$ cat src/rtl/uart_pkg.sv
// uart_pkg: shared UART definitions used by the receive and transmit sides.
// Provides the byte-FSM state encoding and the clocks-per-bit helper.
package uart_pkg;

    localparam logic [1:0] ST_IDLE  = 2'd0;
    localparam logic [1:0] ST_START = 2'd1;
    localparam logic [1:0] ST_DATA  = 2'd2;
    localparam logic [1:0] ST_STOP  = 2'd3;

    function automatic int clks_per_bit(
        input int clk_freq,
        input int baud
    );
        return clk_freq / baud;
    endfunction

endpackage

$ cat src/rtl/uart_rx_byte.sv
// uart_rx_byte: 8N1 byte receiver with input synchronizer and bit timing.
// Ports: clk, rst_n, rxd in; byte_data, byte_valid, byte_err, start_edge, idle out.
module uart_rx_byte
    import uart_pkg::*;
#(
    parameter int CLK_FREQ = 50000000,
    parameter int BAUD     = 115200
) (
    input  logic       clk,
    input  logic       rst_n,
    input  logic       rxd,
    output logic [7:0] byte_data,
    output logic       byte_valid,
    output logic       byte_err,
    output logic       start_edge,
    output logic       idle
);

    localparam int CPB = clks_per_bit(CLK_FREQ, BAUD);
    localparam int CW  = (CPB > 1) ? $clog2(CPB) : 1;

    localparam logic [CW-1:0] HALF = CW'(CPB / 2);
    localparam logic [CW-1:0] LAST = CW'(CPB - 1);

    logic          rx_meta;
    logic          rx_sync;
    logic          rx_prev;
    logic [1:0]    state;
    logic [CW-1:0] cnt;
    logic [2:0]    bit_idx;
    logic [7:0]    shreg;

    assign idle       = (state == ST_IDLE);
    assign start_edge = idle & rx_prev & ~rx_sync;
    assign byte_data  = shreg;

    // Line idles high, so the synchronizer resets to 1 to avoid a
    // spurious start edge coming out of reset.
    always_ff @(posedge clk or negedge rst_n) begin
        if (!rst_n) begin
            rx_meta <= 1'b1;
            rx_sync <= 1'b1;
            rx_prev <= 1'b1;
        end else begin
            rx_meta <= rxd;
            rx_sync <= rx_meta;
            rx_prev <= rx_sync;
        end
    end

    always_ff @(posedge clk or negedge rst_n) begin
        if (!rst_n) begin
            state      <= ST_IDLE;
            cnt        <= '0;
            bit_idx    <= '0;
            shreg      <= '0;
            byte_valid <= 1'b0;
            byte_err   <= 1'b0;
        end else begin
            byte_valid <= 1'b0;
            byte_err   <= 1'b0;
            case (state)
                ST_IDLE: begin
                    if (start_edge) begin
                        state <= ST_START;
                        cnt   <= '0;
                    end
                end
                ST_START: begin
                    if (cnt == HALF) begin
                        cnt     <= '0;
                        bit_idx <= '0;
                        if (rx_sync) begin
                            state    <= ST_IDLE;
                            byte_err <= 1'b1;
                        end else begin
                            state <= ST_DATA;
                        end
                    end else begin
                        cnt <= cnt + 1'b1;
                    end
                end
                ST_DATA: begin
                    if (cnt == LAST) begin
                        cnt   <= '0;
                        shreg <= {rx_sync, shreg[7:1]};
                        if (bit_idx == 3'd7) begin
                            state <= ST_STOP;
                        end else begin
                            bit_idx <= bit_idx + 1'b1;
                        end
                    end else begin
                        cnt <= cnt + 1'b1;
                    end
                end
                ST_STOP: begin
                    if (cnt == LAST) begin
                        cnt   <= '0;
                        state <= ST_IDLE;
                        if (rx_sync) begin
                            byte_valid <= 1'b1;
                        end else begin
                            byte_err <= 1'b1;
                        end
                    end else begin
                        cnt <= cnt + 1'b1;
                    end
                end
                default: state <= ST_IDLE;
            endcase
        end
    end

endmodule

$ cat src/rtl/uart_rx_deser64.sv
// uart_rx_deser64: assembles eight received UART bytes into a 64-bit word.
// Ports: clk, rst_n, uart_rxd in; data_64, data_valid, frame_err out.
module uart_rx_deser64
    import uart_pkg::*;
#(
    parameter int CLK_FREQ     = 50000000,
    parameter int BAUD         = 115200,
    parameter int TIMEOUT_BITS = 16
) (
    input  logic        clk,
    input  logic        rst_n,
    input  logic        uart_rxd,
    output logic [63:0] data_64,
    output logic        data_valid,
    output logic        frame_err
);

    localparam int CPB     = clks_per_bit(CLK_FREQ, BAUD);
    localparam int TO_CLKS = TIMEOUT_BITS * CPB;
    localparam int TW      = $clog2(TO_CLKS + 1);

    localparam logic [TW-1:0] TO_LAST = TW'(TO_CLKS - 1);

    logic [7:0]    byte_data;
    logic          byte_valid;
    logic          byte_err;
    logic          start_edge;
    logic          rx_idle;
    logic [2:0]    byte_cnt;
    logic [63:0]   asm_word;
    logic [TW-1:0] to_cnt;
    logic          timeout_hit;

    uart_rx_byte #(
        .CLK_FREQ (CLK_FREQ),
        .BAUD     (BAUD)
    ) u_rx_byte (
        .clk        (clk),
        .rst_n      (rst_n),
        .rxd        (uart_rxd),
        .byte_data  (byte_data),
        .byte_valid (byte_valid),
        .byte_err   (byte_err),
        .start_edge (start_edge),
        .idle       (rx_idle)
    );

    // A start edge in the expiry cycle wins, keeping the partial word.
    assign timeout_hit = rx_idle && (byte_cnt != 3'd0) &&
                         !start_edge && (to_cnt == TO_LAST);

    always_ff @(posedge clk or negedge rst_n) begin
        if (!rst_n) begin
            byte_cnt   <= '0;
            asm_word   <= '0;
            to_cnt     <= '0;
            data_64    <= '0;
            data_valid <= 1'b0;
            frame_err  <= 1'b0;
        end else begin
            data_valid <= 1'b0;
            frame_err  <= 1'b0;

            if (byte_valid) begin
                asm_word[{byte_cnt, 3'b000} +: 8] <= byte_data;
                // 3-bit count wraps to 0 after the eighth byte.
                byte_cnt <= byte_cnt + 1'b1;
                if (byte_cnt == 3'd7) begin
                    data_64    <= {byte_data, asm_word[55:0]};
                    data_valid <= 1'b1;
                end
            end else if (byte_err) begin
                byte_cnt  <= '0;
                frame_err <= 1'b1;
            end else if (timeout_hit) begin
                byte_cnt <= '0;
            end

            if (!rx_idle || byte_cnt == 3'd0 ||
                start_edge || timeout_hit) begin
                to_cnt <= '0;
            end else begin
                to_cnt <= to_cnt + 1'b1;
            end
        end
    end

endmodule

$ cat config.mk
export PLATFORM = sky130hd
export DESIGN_NAME = uart_rx_deser64
export DESIGN_NICKNAME = d
export VERILOG_FILES = /design/src/rtl/uart_pkg.sv /design/src/rtl/uart_rx_byte.sv /design/src/rtl/uart_rx_deser64.sv
export SDC_FILE = /design/constraint.sdc
export NUM_CORES = 1
export LEC_CHECK = 0
export CAP_MARGIN = 20
export CORE_MARGIN = 8
export CORE_UTILIZATION = 45
export CTS_BUF_LIST = sky130_fd_sc_hd__clkbuf_16
export CTS_CLUSTER_SIZE = 8
export DETAILED_ROUTE_END_ITERATION = 7
export GPL_ROUTABILITY_DRIVEN = 0
export PLACE_DENSITY = 0.66
export SLEW_MARGIN = 15
export SYNTH_ARGS = -nofsm -noshare
export SYNTH_HDL_FRONTEND = slang
export SYNTH_SLANG_ARGS = --single-unit
$ cat constraint.sdc
create_clock -name clk -period 3.9 [get_ports clk]
set_clock_uncertainty 0.15 [all_clocks]
set_input_delay 0.585 -clock clk [delete_from_list [all_inputs] [get_ports clk]]
set_output_delay 0.585 -clock clk [all_outputs]
set_load 0.01 [all_outputs]
Word level (Yosys, flattened, before mapping)
Cells that the tools add are included.
- muxes and demuxes: 31
- shift operators: 2
- reductions and logical operators: 18
- equal/unequal tests: 14
- bitwise operators: 3
- add/subtract/negate cells: 5
- operator list (cell ; number):
    $bwmux 64 ; 1
    $shift 8x8->64 const A ; 1
    $shiftx 8x8->64 ; 1
    $mux 9 ; 3
    $pmux 9 s3 ; 1
    $mux 3 ; 6
    $add 13x1->13 const B ; 1
    $eq 13x13->1 const B ; 1
    $mux 13 ; 1
    $mux 2 ; 6
    $mux 1 ; 10
    $add 9x1->9 const B ; 1
    $eq 9x8->1 const B ; 1
    $eq 9x9->1 const B ; 1
    $ne 2x1->1 const B ; 4
    $neg 6->8 ; 1
    $pmux 2 s4 ; 1
    $add 3x1->3 const B ; 2
    $eq 3x3->1 const B ; 2
    $pmux 3 s2 ; 1
    $reduce_bool 3->1 ; 2
    $reduce_and 5->1 ; 1
    $eq 2x2->1 const B ; 2
    $ne 2x2->1 const B ; 2
    13 further kinds ; 20
- flip-flop bits (word level): 173
- output and inout port bits: 66
- logic and storage cells: 88

Longest topological paths before layout
Gate-level depths: netlist of run 1.
- depth after elaboration: 9
- depth in mapped cells: 9
- depth with buffers taken out: 6

Modules after synthesis
A second synthesis of run 1 with hierarchy kept.
- cells, all modules: 521
- area total of the unflattened synthesis: 7069.3 sq um
- modules (own cells, without submodules) (module ; area each (sq um) ; times used ; cells each ; seq. area each (sq um)):
    uart_rx_deser64 ; 5726.7 ; 1 ; 401 ; 3453.3
    uart_rx_byte ; 1342.5 ; 1 ; 120 ; 679.4

Least setup slack after synthesis of run 1
OpenSTA, ideal clock, no wires.
- kind: flip-flop to flip-flop
- from: register byte_cnt[0]
- to: register asm_word[32]
- library setup time: 0.125 ns
- cell stages (with the launch flop): 9
- path buffers: 2
- setup slack: 1.371 ns
- data arrival time: 2.254 ns
- required time: 3.625 ns
- cells stage by stage: dfrtp_1 -> buf_6 -> inv_2 -> ha_1 -> ha_1 -> buf_2 -> nand2_1 -> a2111oi_4 -> mux2_2
- longest elaborated chain between the ends: 3
- elaborated cells on any way between the ends: 4
- those cells by class: 1 x add/sub; 2 x shift; 1 x mux
- RTL lines (what ; RTL line ; RTL):
    start: declaration ; uart_rx_deser64.sv:29 ; logic [2:0] byte_cnt;
    start signal: assignment ; uart_rx_deser64.sv:67 ; byte_cnt <= byte_cnt + 1'b1;
    $neg 6->8 * ; uart_rx_deser64.sv:65 ; asm_word[{byte_cnt, 3'b000} +: 8] <= byte_data;
    $shiftx 8x8->64 or $shift 8x8->64 (tied branches) ; uart_rx_deser64.sv:65 ;
    $bwmux 64 * ; uart_rx_deser64.sv:65 ;
    end signal: indexed assignment ; uart_rx_deser64.sv:65 ;
    end: declaration ; uart_rx_deser64.sv:30 ; logic [63:0] asm_word;
Every way passes the cells marked *; elsewhere a longest branch is shown, timed or not.
A chain may end at the register's enable or synchronous reset.

Worst setup path after layout of run 1
- from: register byte_cnt[0]
- to: register asm_word[38]
The elaborated chain is that of the path after synthesis.

==> flow_summary_export.csv, run 1 <==
group,metric,value,unit
synthesis,synth_most_common_cell,"dfrtp_1",
die,fp.coreArea,15000,µm²
finish,drive_gt1_frac,0.293,
synthesis,avgSynthCellArea,13.7,µm²
synthesis,synthCells,494,
critical_path,r2r_end,"asm_word[38]$_DFFE_PN0P_",
global_routing,use_met2,0.239,
clock_network,clkTransAtPathRegs,0.06,ns
critical_path,cp_max_fo,10,
sta,layout_setup_ws,0.849,ns
sta,worst_pin_slew,0.912,ns
sta,holdWs,0.121,ns
detailed_routing,wl,12.9,mm
die,ios,69,
detailed_routing,wl_per_cell,17.0,µm
critical_path,required,4.05,ns
synthesis,yosys.area.top_type_share,0.598,
detailed_routing,route.detailed.drc,0,
synthesis,synthTopCellsByCount,"dfrtp_1 (162), mux2_2 (119), nand2_1 (31)",
job,drv_cap,0,
sta,slew_violations,0,
die,die_w,139,µm
global_routing,grt_use_met1,0.173,
clock_network,cts_htree_levels,4,
detailed_routing,vias,3990,
global_routing,grt_usage,0.144,
clock_network,tritoncts,"done",
clock_network,ctsHoldBuffers,0,
clock_network,root_buffer,"clkbuf_16",
synthesis,syn_nets,507,
global_routing,grt_pass1_wl,22.3,mm
placement,place_ws,0.848,ns
clock_network,cts_resized,0,
finish,fin_nets,573,
synthesis,synthFlopType,"dfrtp_1",
sta,max-slew-margin-rel,0.392,
synthesis,synthDistinctLibCells,55,
clock_network,cts_buffer_depth,2,
die,rows,45,
critical_path,setup.worst_path.end_class,"register",
detailed_routing,drtIter0Drc,182,
sta,timing.fmax,0.328,GHz
synthesis,synth_edf_count,0,
global_routing,overflow,0,
synthesis,ys_seq_elements,165,
clock_network,numCtsBuffers,17,
detailed_routing,drtAntennaViolNets,0,
die,initial_utilization,0.453,
synthesis,ys_seq_area_frac,0.610,
finish,fin_area,8250,µm²
critical_path,endpoint,"asm_word[38]$_DFFE_PN0P_",
synthesis,syn_area,6780,µm²
critical_path,reg2regPathDepth,6,
placement,hpwl,8.70,mm
global_routing,grt_antenna_before_repair,0,
clock_network,post_cts_buffers,0,
finish,final_cells,761,
global_routing,grt_pass1_vias,4241,
synthesis,async_reset_ff_frac,1.00,
pwr,p_leak,0.00388,µW
sta,finalHoldViolCount,0,
detailed_routing,first_pass_iters,4,
critical_path,arrival,3.21,ns
die,die_area,19200,µm²
worst_hold_path,holdCritPathClass,"in2async",
detailed_routing,via_per_inst,5.24,
placement,port_buffers,68,
pwr,power_density,444,nW/µm²
placement,dp_cells,729,
die,dieHeight,139,µm
global_routing,top_usage_layer,"met2",
outcome,outcome,"complete, no violations",
critical_path,ff2ff_setup_slack,0.85,ns
critical_path,critPathLaunchType,"register",
pwr,irDropWorstVdd,0.306,mV
critical_path,r2r_start,"byte_cnt[0]$_DFFE_PN0P_",
synthesis,yosys_warnings,0,
placement,placedInstanceArea,7640,µm²
sta,rsz0062_at_grt,"no",
synthesis,synth_area_leader_cell,"dfrtp_1",
global_routing,grt_max_degree,103,
critical_path,crit_start,"byte_cnt[0]$_DFFE_PN0P_",
synthesis,synth_area_leaders,"dfrtp_1 (60%), mux2_2 (20%), ha_1 (1.8%), nand2_1 (1.7%), xnor2_1 (1.4%)",
finish,area_delta_synth_final,21.8,%
sta,setup_viol,0,
clock_network,cts.sinks,165,
global_routing,grt_util_met3,0.0413,
sta,timing.final.crit_share,0.782,
critical_path,crit_type,"reg2reg",
finish,antennaDiodeCount,0,
clock_network,clock_latency,0.42,ns
sta,setup_tns,0,ns
sta,layout_min_cycle_time,3.05,ns
how the worst min path moves through the flow:
stage	from	to	slack, ns	cells after the start
after floorplan	rst_n	async pin	0.14	0
after global placement	u_rx_byte.rx_meta$_DFF_PN1_	u_rx_byte.rx_sync$_DFF_PN1_	0.20	0
after detailed placement	u_rx_byte.rx_meta$_DFF_PN1_	u_rx_byte.rx_sync$_DFF_PN1_	0.20	0
after CTS	rst_n	data_64[4]$_DFFE_PN0P_	0.16	1
after global routing	rst_n	data_64[10]$_DFFE_PN0P_	0.20	1
final	rst_n	asm_word[4]$_DFFE_PN0P_	0.12	1
stage by stage:
| step | power, µW | util |
|---|---|---|
| 2_1_floorplan | 1910 | - |
| 3_5_place_dp | 1980 | 0.510 |
| 4_1_cts | 3710 | 0.551 |
| 6_report | 3670 | 0.551 |
| 5_1_grt | 3820 | 0.551 |
| 3_3_place_gp | 1970 | 0.510 |
placed cells by master, fill, tap and decap left out, types with 4 or more instances in the layout:
master           netlist  final
nand2_1               31     30
clkbuf_16              0     17
clkdlybuf4s50_1        0     67
ha_1                  10     10
nor2_1                20     20
o21ai_0               14     14
nand3_1               11     11
xnor2_1               11     11
dfrtp_1              162    162
bufinv_16              0      4
mux2_2               119    119
nor4_1                 5      5
o221ai_1               4      4
nand4_1                4      4
mux2i_1                5      5
inv_1                 19     20
nor3_1                 7      7
flip-flops by register name, summed over array words and instances, names as in the netlist, 3 cells and up, named ones only:
| name | cells |
|---|---|
| asm_word | 56 |
| byte_cnt | 3 |
| data_64 | 64 |
| to_cnt | 13 |
| u_rx_byte.bit_idx | 3 |
| u_rx_byte.byte_data | 8 |
| u_rx_byte.cnt | 9 |
cell families after synthesis:
group,share of synthesized area
DFF,0.610
xor gates and xnor gates,0.0181
and+or+nand+nor,0.0759
muxes,0.205
AOI/OAI and AO/OA,0.0463
adders and majority gates,0.0185
buffers and inverters,0.0266
per-layer routing:
metal | wire, µm | part of all wire | vias up
met1 | 5770 | 0.45 | 2032
met2 | 6430 | 0.50 | 71
li1 | - | - | 1870
met5 | 0 | 0 | -
met3 | 525 | 0.041 | 17
met4 | 212 | 0.016 | 0
worst max-delay path, cell delays in order (launching register included):
cell,delay [ns]
dfrtp_1,0.63
inv_2,0.13
ha_1,0.26
ha_1,0.50
nand2_1,0.19
a2111oi_4,0.66
mux2_2,0.41
layout make-up:
type / count / area, µm²
Clock buffer: 17 / 425
Timing Repair Buffer: 71 / 729
Tap cell: 188 / 235
Inverter: 20 / 75.1
Clock inverter: 15 / 188
Multi-Input combinational cell: 285 / 2470
Sequential cell: 165 / 4130
Fill cell: 1207 / 6720
power breakdown:
part           switching [µW]  leakage [µW]  internal (µW)  total, µW
clock network             659      0.000299           1060       1720
registers                50.2       0.00228           1750       1800
logic                    94.9       0.00130           53.4        148
total                     804       0.00388           2860       3670
(Power assumes the default switching activity.)
==> inputs of run 2 (changes only) <==
==> constraint.sdc (replaced) <==
create_clock -name clk -period 2.93 [get_ports clk]
set_clock_uncertainty 0.15 [all_clocks]
set_input_delay 0.4395 -clock clk [delete_from_list [all_inputs] [get_ports clk]]
set_output_delay 0.4395 -clock clk [all_outputs]
set_load 0.01 [all_outputs]
==> flow_summary_export.csv, run 2 (synthesis gave the netlist of run 1 again) <==
group,metric,value,unit
pwr,p_leak,0.00389,µW
critical_path,crit_top_cell,"ha_1",
finish,mostFrequentLayoutCells,"dfrtp_1 (162), mux2_2 (119), clkdlybuf4s50_1 (67)",
critical_path,cp_max_fo,8,
finish,drive_gt1_frac,0.299,
sta,layout_setup_ws,0.314,ns
critical_path,setup.worst_path.end_class,"register",
critical_path,endpoint,"asm_word[35]$_DFFE_PN0P_",
detailed_routing,first_pass_iters,4,
die,initial_utilization,0.453,
clock_network,cts_htree_levels,4,
finish,antennaDiodeCount,0,
critical_path,slowest_stage,"ha_1",
pwr,p_clk_frac,0.444,
finish,area_delta_synth_final,21.6,%
finish,seqCellArea,4130,µm²
global_routing,overflow,0,
critical_path,reg2regPathDepth,7,
global_routing,grt_antenna_before_repair,0,
sta,worst_pin_slew,0.600,ns
finish,fin_nets,580,
finish,largest_reg_flops,64,
clock_network,cts.sinks,165,
placement,place_ws,0.341,ns
sta,timing.fmax,0.382,GHz
global_routing,grt_pass1_vias,4274,
finish,multi_input_area,2470,µm²
die,die_w,139,µm
clock_network,tritoncts,"done",
placement,port_buffers,68,
pwr,internal_power,3630,µW
sta,slew_violations,0,
global_routing,grt_max_degree,65,
global_routing,grt_usage,0.146,
placement,hpwl,9.08,mm
critical_path,arrival,2.76,ns
clock_network,clock_latency,0.42,ns
pwr,irDropWorstVdd,0.407,mV
detailed_routing,vias,4051,
die,fp.coreArea,15000,µm²
die,ios,69,
sta,timing.final.crit_share,0.893,
sta,layout_min_cycle_time,2.62,ns
clock_network,numCtsBuffers,17,
pwr,pwr-share-seq,0.513,
critical_path,path_cells,"inv_1 > ha_1 > ha_1 > nand2_1 > a2111oi_4 > buf_4 > mux2_2",
sta,setup_viol,0,
clock_network,ctsHoldBuffers,1,
clock_network,post_cts_buffers,0,
sta,finalHoldViolCount,0,
pwr,p_sw,1040,µW
critical_path,ff2ff_setup_slack,0.31,ns
global_routing,grt_pass1_wl,22.6,mm
detailed_routing,wl_per_cell,17.5,µm
worst_hold_path,holdCritPathClass,"reg2reg",
finish,final_common_cell,"dfrtp_1",
detailed_routing,wl,13.4,mm
die,dieHeight,139,µm
critical_path,crit_type,"reg2reg",
sta,setup_tns,0,ns
critical_path,required,3.08,ns
critical_path,crit_start,"byte_cnt[1]$_DFFE_PN0P_",
finish,largestRegisters,"data_64 (64), asm_word (56), to_cnt (13)",
job,drv_cap,0,
pwr,power_density,567,nW/µm²
critical_path,worst_path_largest_cell_delay,0.50,ns
die,die_area,19200,µm²
detailed_routing,route.detailed.drc,0,
pwr,switching_share,0.223,
detailed_routing,drtAntennaViolNets,0,
pwr,p_comb_frac,0.044,
sta,rsz0062_at_grt,"no",
clock_network,clkTransAtPathRegs,0.06,ns
sta,max-slew-margin-rel,0.596,
clock_network,root_buffer,"clkbuf_16",
finish,final_util,0.550,
detailed_routing,via_per_inst,5.28,
clock_network,cts_resized,0,
finish,nFillCells,1214,
detailed_routing,drtIter0Drc,167,
finish,regMostFlops,"data_64",
outcome,outcome,"complete, no violations",
clock_network,cts_buffer_depth,2,
critical_path,critPathLaunchType,"register",
critical_path,r2r_start,"byte_cnt[1]$_DFFE_PN0P_",
die,rows,45,
critical_path,r2r_end,"asm_word[35]$_DFFE_PN0P_",
run 2: cell count changes in the layout (fill, tap and decap cells not counted):
cell / before / now
buf_4: 1 / 7
clkinv_2: 3 / 7
bufinv_16: 4 / 2
clkinv_4: 2 / 0
clkinv_1: 2 / 1
dlygate4sd3_1: 0 / 1
inv_1: 20 / 21
inv_6: 1 / 0
run 2: how the worst min path moves through the flow:
stage	end	depth (start not counted)	startpoint	slack [ns]
6_report	u_rx_byte.rx_sync$_DFF_PN1_	0	u_rx_byte.rx_meta$_DFF_PN1_	0.21
5_1_grt	u_rx_byte.rx_sync$_DFF_PN1_	0	u_rx_byte.rx_meta$_DFF_PN1_	0.22
4_1_cts	u_rx_byte.rx_sync$_DFF_PN1_	0	u_rx_byte.rx_meta$_DFF_PN1_	0.21
3_5_place_dp	u_rx_byte.rx_sync$_DFF_PN1_	0	u_rx_byte.rx_meta$_DFF_PN1_	0.20
3_3_place_gp	u_rx_byte.rx_sync$_DFF_PN1_	0	u_rx_byte.rx_meta$_DFF_PN1_	0.20
2_1_floorplan	async pin	0	rst_n	-0.006
run 2: area by class of cell:
type	instances	area share
clock buffers	17	0.0516
clock inverters	14	0.0147
inverters	20	0.00911
multi-input cells	285	0.299
flip-flops and latches	165	0.501
well taps	188	0.0285
repair buffers	78	0.0952
run 2: stage by stage:
step | power [µW] | std cells | cell area [µm²] | hold slack [ns]
6_report | 4670 | 767 | 8240 | 0.207
5_1_grt | 4850 | 767 | 8240 | 0.218
4_1_cts | 4730 | 767 | 8240 | 0.207
3_5_place_dp | 2640 | 735 | 7690 | 0.198
3_3_place_gp | 2630 | 735 | 7690 | 0.196
2_1_floorplan | 2540 | 494 | 6780 | -0.00609
run 2: routing by layer:
metal / vias up / wire length (µm) / global-route usage
met5: - / 0 / 0
met4: 0 / 210 / 0.0578
met3: 17 / 584 / 0.0365
met2: 75 / 6770 / 0.246
met1: 2074 / 5830 / 0.176
li1: 1885 / - / -
run 2: power by group through the flow:
stage | combinational, µW | sequential (µW) | clock [µW]
after floorplan | 141 | 2400 | 0
after global placement | 196 | 2430 | 0
after detailed placement | 207 | 2430 | 0
after CTS | 210 | 2390 | 2120
after global routing | 238 | 2400 | 2210
final | 203 | 2390 | 2070
run 2: critical path, delay by kind of cell (launching register included):
family / cells / cell delay (ns)
adders and majority gates: 2 / 0.73
DFF: 1 / 0.39
buffers and inverters: 2 / 0.35
AOI/OAI and AO/OA: 1 / 0.35
muxes: 1 / 0.35
and+or+nand+nor: 1 / 0.17
==> inputs of run 3 (changes only) <==
--- a/config.mk
+++ b/config.mk
@@ -12,7 +12,7 @@
 export CTS_CLUSTER_SIZE = 8
 export DETAILED_ROUTE_END_ITERATION = 7
 export GPL_ROUTABILITY_DRIVEN = 0
-export PLACE_DENSITY = 0.66
+export PLACE_DENSITY = 0.76
 export SLEW_MARGIN = 15
 export SYNTH_ARGS = -nofsm -noshare
 export SYNTH_HDL_FRONTEND = slang
==> flow_summary_export.csv, run 3 (synthesis gave the netlist of run 1 again) <==
group,metric,value,unit
detailed_routing,wl,12.9,mm
detailed_routing,drtIter0Drc,237,
critical_path,reg2regPathDepth,6,
detailed_routing,route.detailed.drc,0,
critical_path,r2r_start,"byte_cnt[1]$_DFFE_PN0P_",
pwr,internal_power,3550,µW
detailed_routing,first_pass_iters,4,
detailed_routing,via_per_inst,5.23,
placement,hpwl,8.85,mm
critical_path,critical_path_buf_inv_count,1,
pwr,switching_share,0.232,
finish,multi_input_area,2470,µm²
clock_network,cts_htree_levels,4,
critical_path,crit_family,"adder cells",
finish,nFillCells,1153,
finish,largest_reg_flops,64,
pwr,p_comb_frac,0.044,
placement,placedInstanceArea,7680,µm²
clock_network,clkTransAtPathRegs,0.06,ns
critical_path,crit_type,"reg2reg",
finish,drive_gt1_frac,0.299,
sta,max-slew-margin-rel,0.608,
critical_path,crit_start,"byte_cnt[1]$_DFFE_PN0P_",
finish,largestRegisters,"data_64 (64), asm_word (56), to_cnt (13)",
finish,final_common_cell,"dfrtp_1",
sta,timing.final.crit_share,0.873,
clock_network,root_buffer,"clkbuf_16",
global_routing,grt_antenna_before_repair,0,
clock_network,cts_resized,0,
pwr,pwr-share-seq,0.518,
critical_path,path_cells,"inv_1 > ha_1 > ha_1 > a311o_4 > nor3b_4 > mux2_2",
sta,worst_pin_slew,0.581,ns
detailed_routing,vias,4011,
sta,timing.fmax,0.391,GHz
die,rows,45,
critical_path,cp_max_fo,8,
sta,layout_min_cycle_time,2.56,ns
global_routing,grt_pass1_vias,4188,
placement,port_buffers,68,
critical_path,setup.worst_path.end_class,"register",
finish,antennaDiodeCount,0,
worst_hold_path,worstHoldStart,"u_rx_byte.rx_meta$_DFF_PN1_",
critical_path,slowest_stage,"nor3b_4",
finish,fin_area,8230,µm²
clock_network,clock_latency,0.42,ns
finish,area_delta_synth_final,21.4,%
global_routing,overflow,0,
finish,seqCellArea,4130,µm²
outcome,outcome,"complete, no violations",
detailed_routing,wl_per_cell,16.9,µm
detailed_routing,drtAntennaViolNets,0,
die,die_w,139,µm
pwr,p_sw,1070,µW
die,dieHeight,139,µm
sta,slew_violations,0,
global_routing,grt_pass1_wl,21.8,mm
critical_path,ff2ff_setup_slack,0.37,ns
sta,holdWs,0.207,ns
worst_hold_path,holdCritPathClass,"reg2reg",
finish,fin_nets,579,
sta,setup_tns,0,ns
critical_path,critPathLaunchType,"register",
critical_path,required,3.09,ns
global_routing,grt_usage,0.142,
finish,regMostFlops,"data_64",
die,ios,69,
clock_network,numCtsBuffers,17,
sta,setup_viol,0,
critical_path,crit_top_cell,"ha_1",
critical_path,worst-path-stages,6,
pwr,p_clk_frac,0.439,
die,die_area,19200,µm²
sta,rsz0062_at_grt,"no",
die,initial_utilization,0.453,
finish,mostFrequentLayoutCells,"dfrtp_1 (162), mux2_2 (119), clkdlybuf4s50_1 (67)",
clock_network,cts_buffer_depth,2,
job,drv_cap,0,
clock_network,tritoncts,"done",
critical_path,arrival,2.72,ns
pwr,p_leak,0.00387,µW
sta,finalHoldViolCount,0,
pwr,power_density,562,nW/µm²
worst_hold_path,hold_path_depth,0,
clock_network,post_cts_buffers,0,
pwr,irDropWorstVdd,0.388,mV
clock_network,cts.sinks,165,
clock_network,ctsHoldBuffers,1,
die,fp.coreArea,15000,µm²
critical_path,worst_path_largest_cell_delay,0.46,ns
global_routing,grt_max_degree,71,
## run 3: cell count changes in the layout (fill, tap and decap cells not counted)
cell and change:
clkinv_1 +1, clkinv_2 -3, buf_4 -1, inv_1 -1
bufinv_16 -1, clkinv_4 +3, clkinvlp_4 +2
## run 3: cell type report
class                           count  share of cell area
Tap cell                          188              0.0286
Multi-Input combinational cell    285               0.300
Timing Repair Buffer               77              0.0944
Sequential cell                   165               0.502
Clock buffer                       17              0.0517
Inverter                           20             0.00912
Clock inverter                     15              0.0143
## run 3: routing by layer
metal / vias to the layer above / share of wire / GRT usage
met5: - / 0 / 0
met4: 0 / 0.021 / 0.0630
met3: 20 / 0.044 / 0.0430
met2: 69 / 0.50 / 0.234
met1: 2039 / 0.43 / 0.168
li1: 1883 / - / -
## run 3: path summary, 6_finish.rpt
kind,to
max,asm_word[19]$_DFFE_PN0P_
min,u_rx_byte.rx_sync$_DFF_PN1_
max reg2reg,asm_word[19]$_DFFE_PN0P_
min reg2reg,u_rx_byte.rx_sync$_DFF_PN1_
max in group asynchronous,data_64[27]$_DFFE_PN0P_
min in group asynchronous,data_64[12]$_DFFE_PN0P_
## run 3: metrics by stage
stage	util	worst slack (ns)	cells	power (µW)
detailed placement	0.513	0.369	734	2640
global route	0.550	0.248	767	4830
CTS	0.550	0.364	767	4680
global placement	0.513	0.479	734	2620
finish	0.550	0.373	767	4630
floorplan	-	0.401	494	2540
## run 3: power by group through the flow
| stage | Clock (µW) | Sequential, µW | Combinational [µW] |
|---|---|---|---|
| 2_1_floorplan | 0 | 2400 | 141 |
| 3_3_place_gp | 0 | 2430 | 193 |
| 3_5_place_dp | 0 | 2430 | 205 |
| 4_1_cts | 2080 | 2390 | 207 |
| 5_1_grt | 2190 | 2400 | 237 |
| 6_report | 2030 | 2390 | 202 |
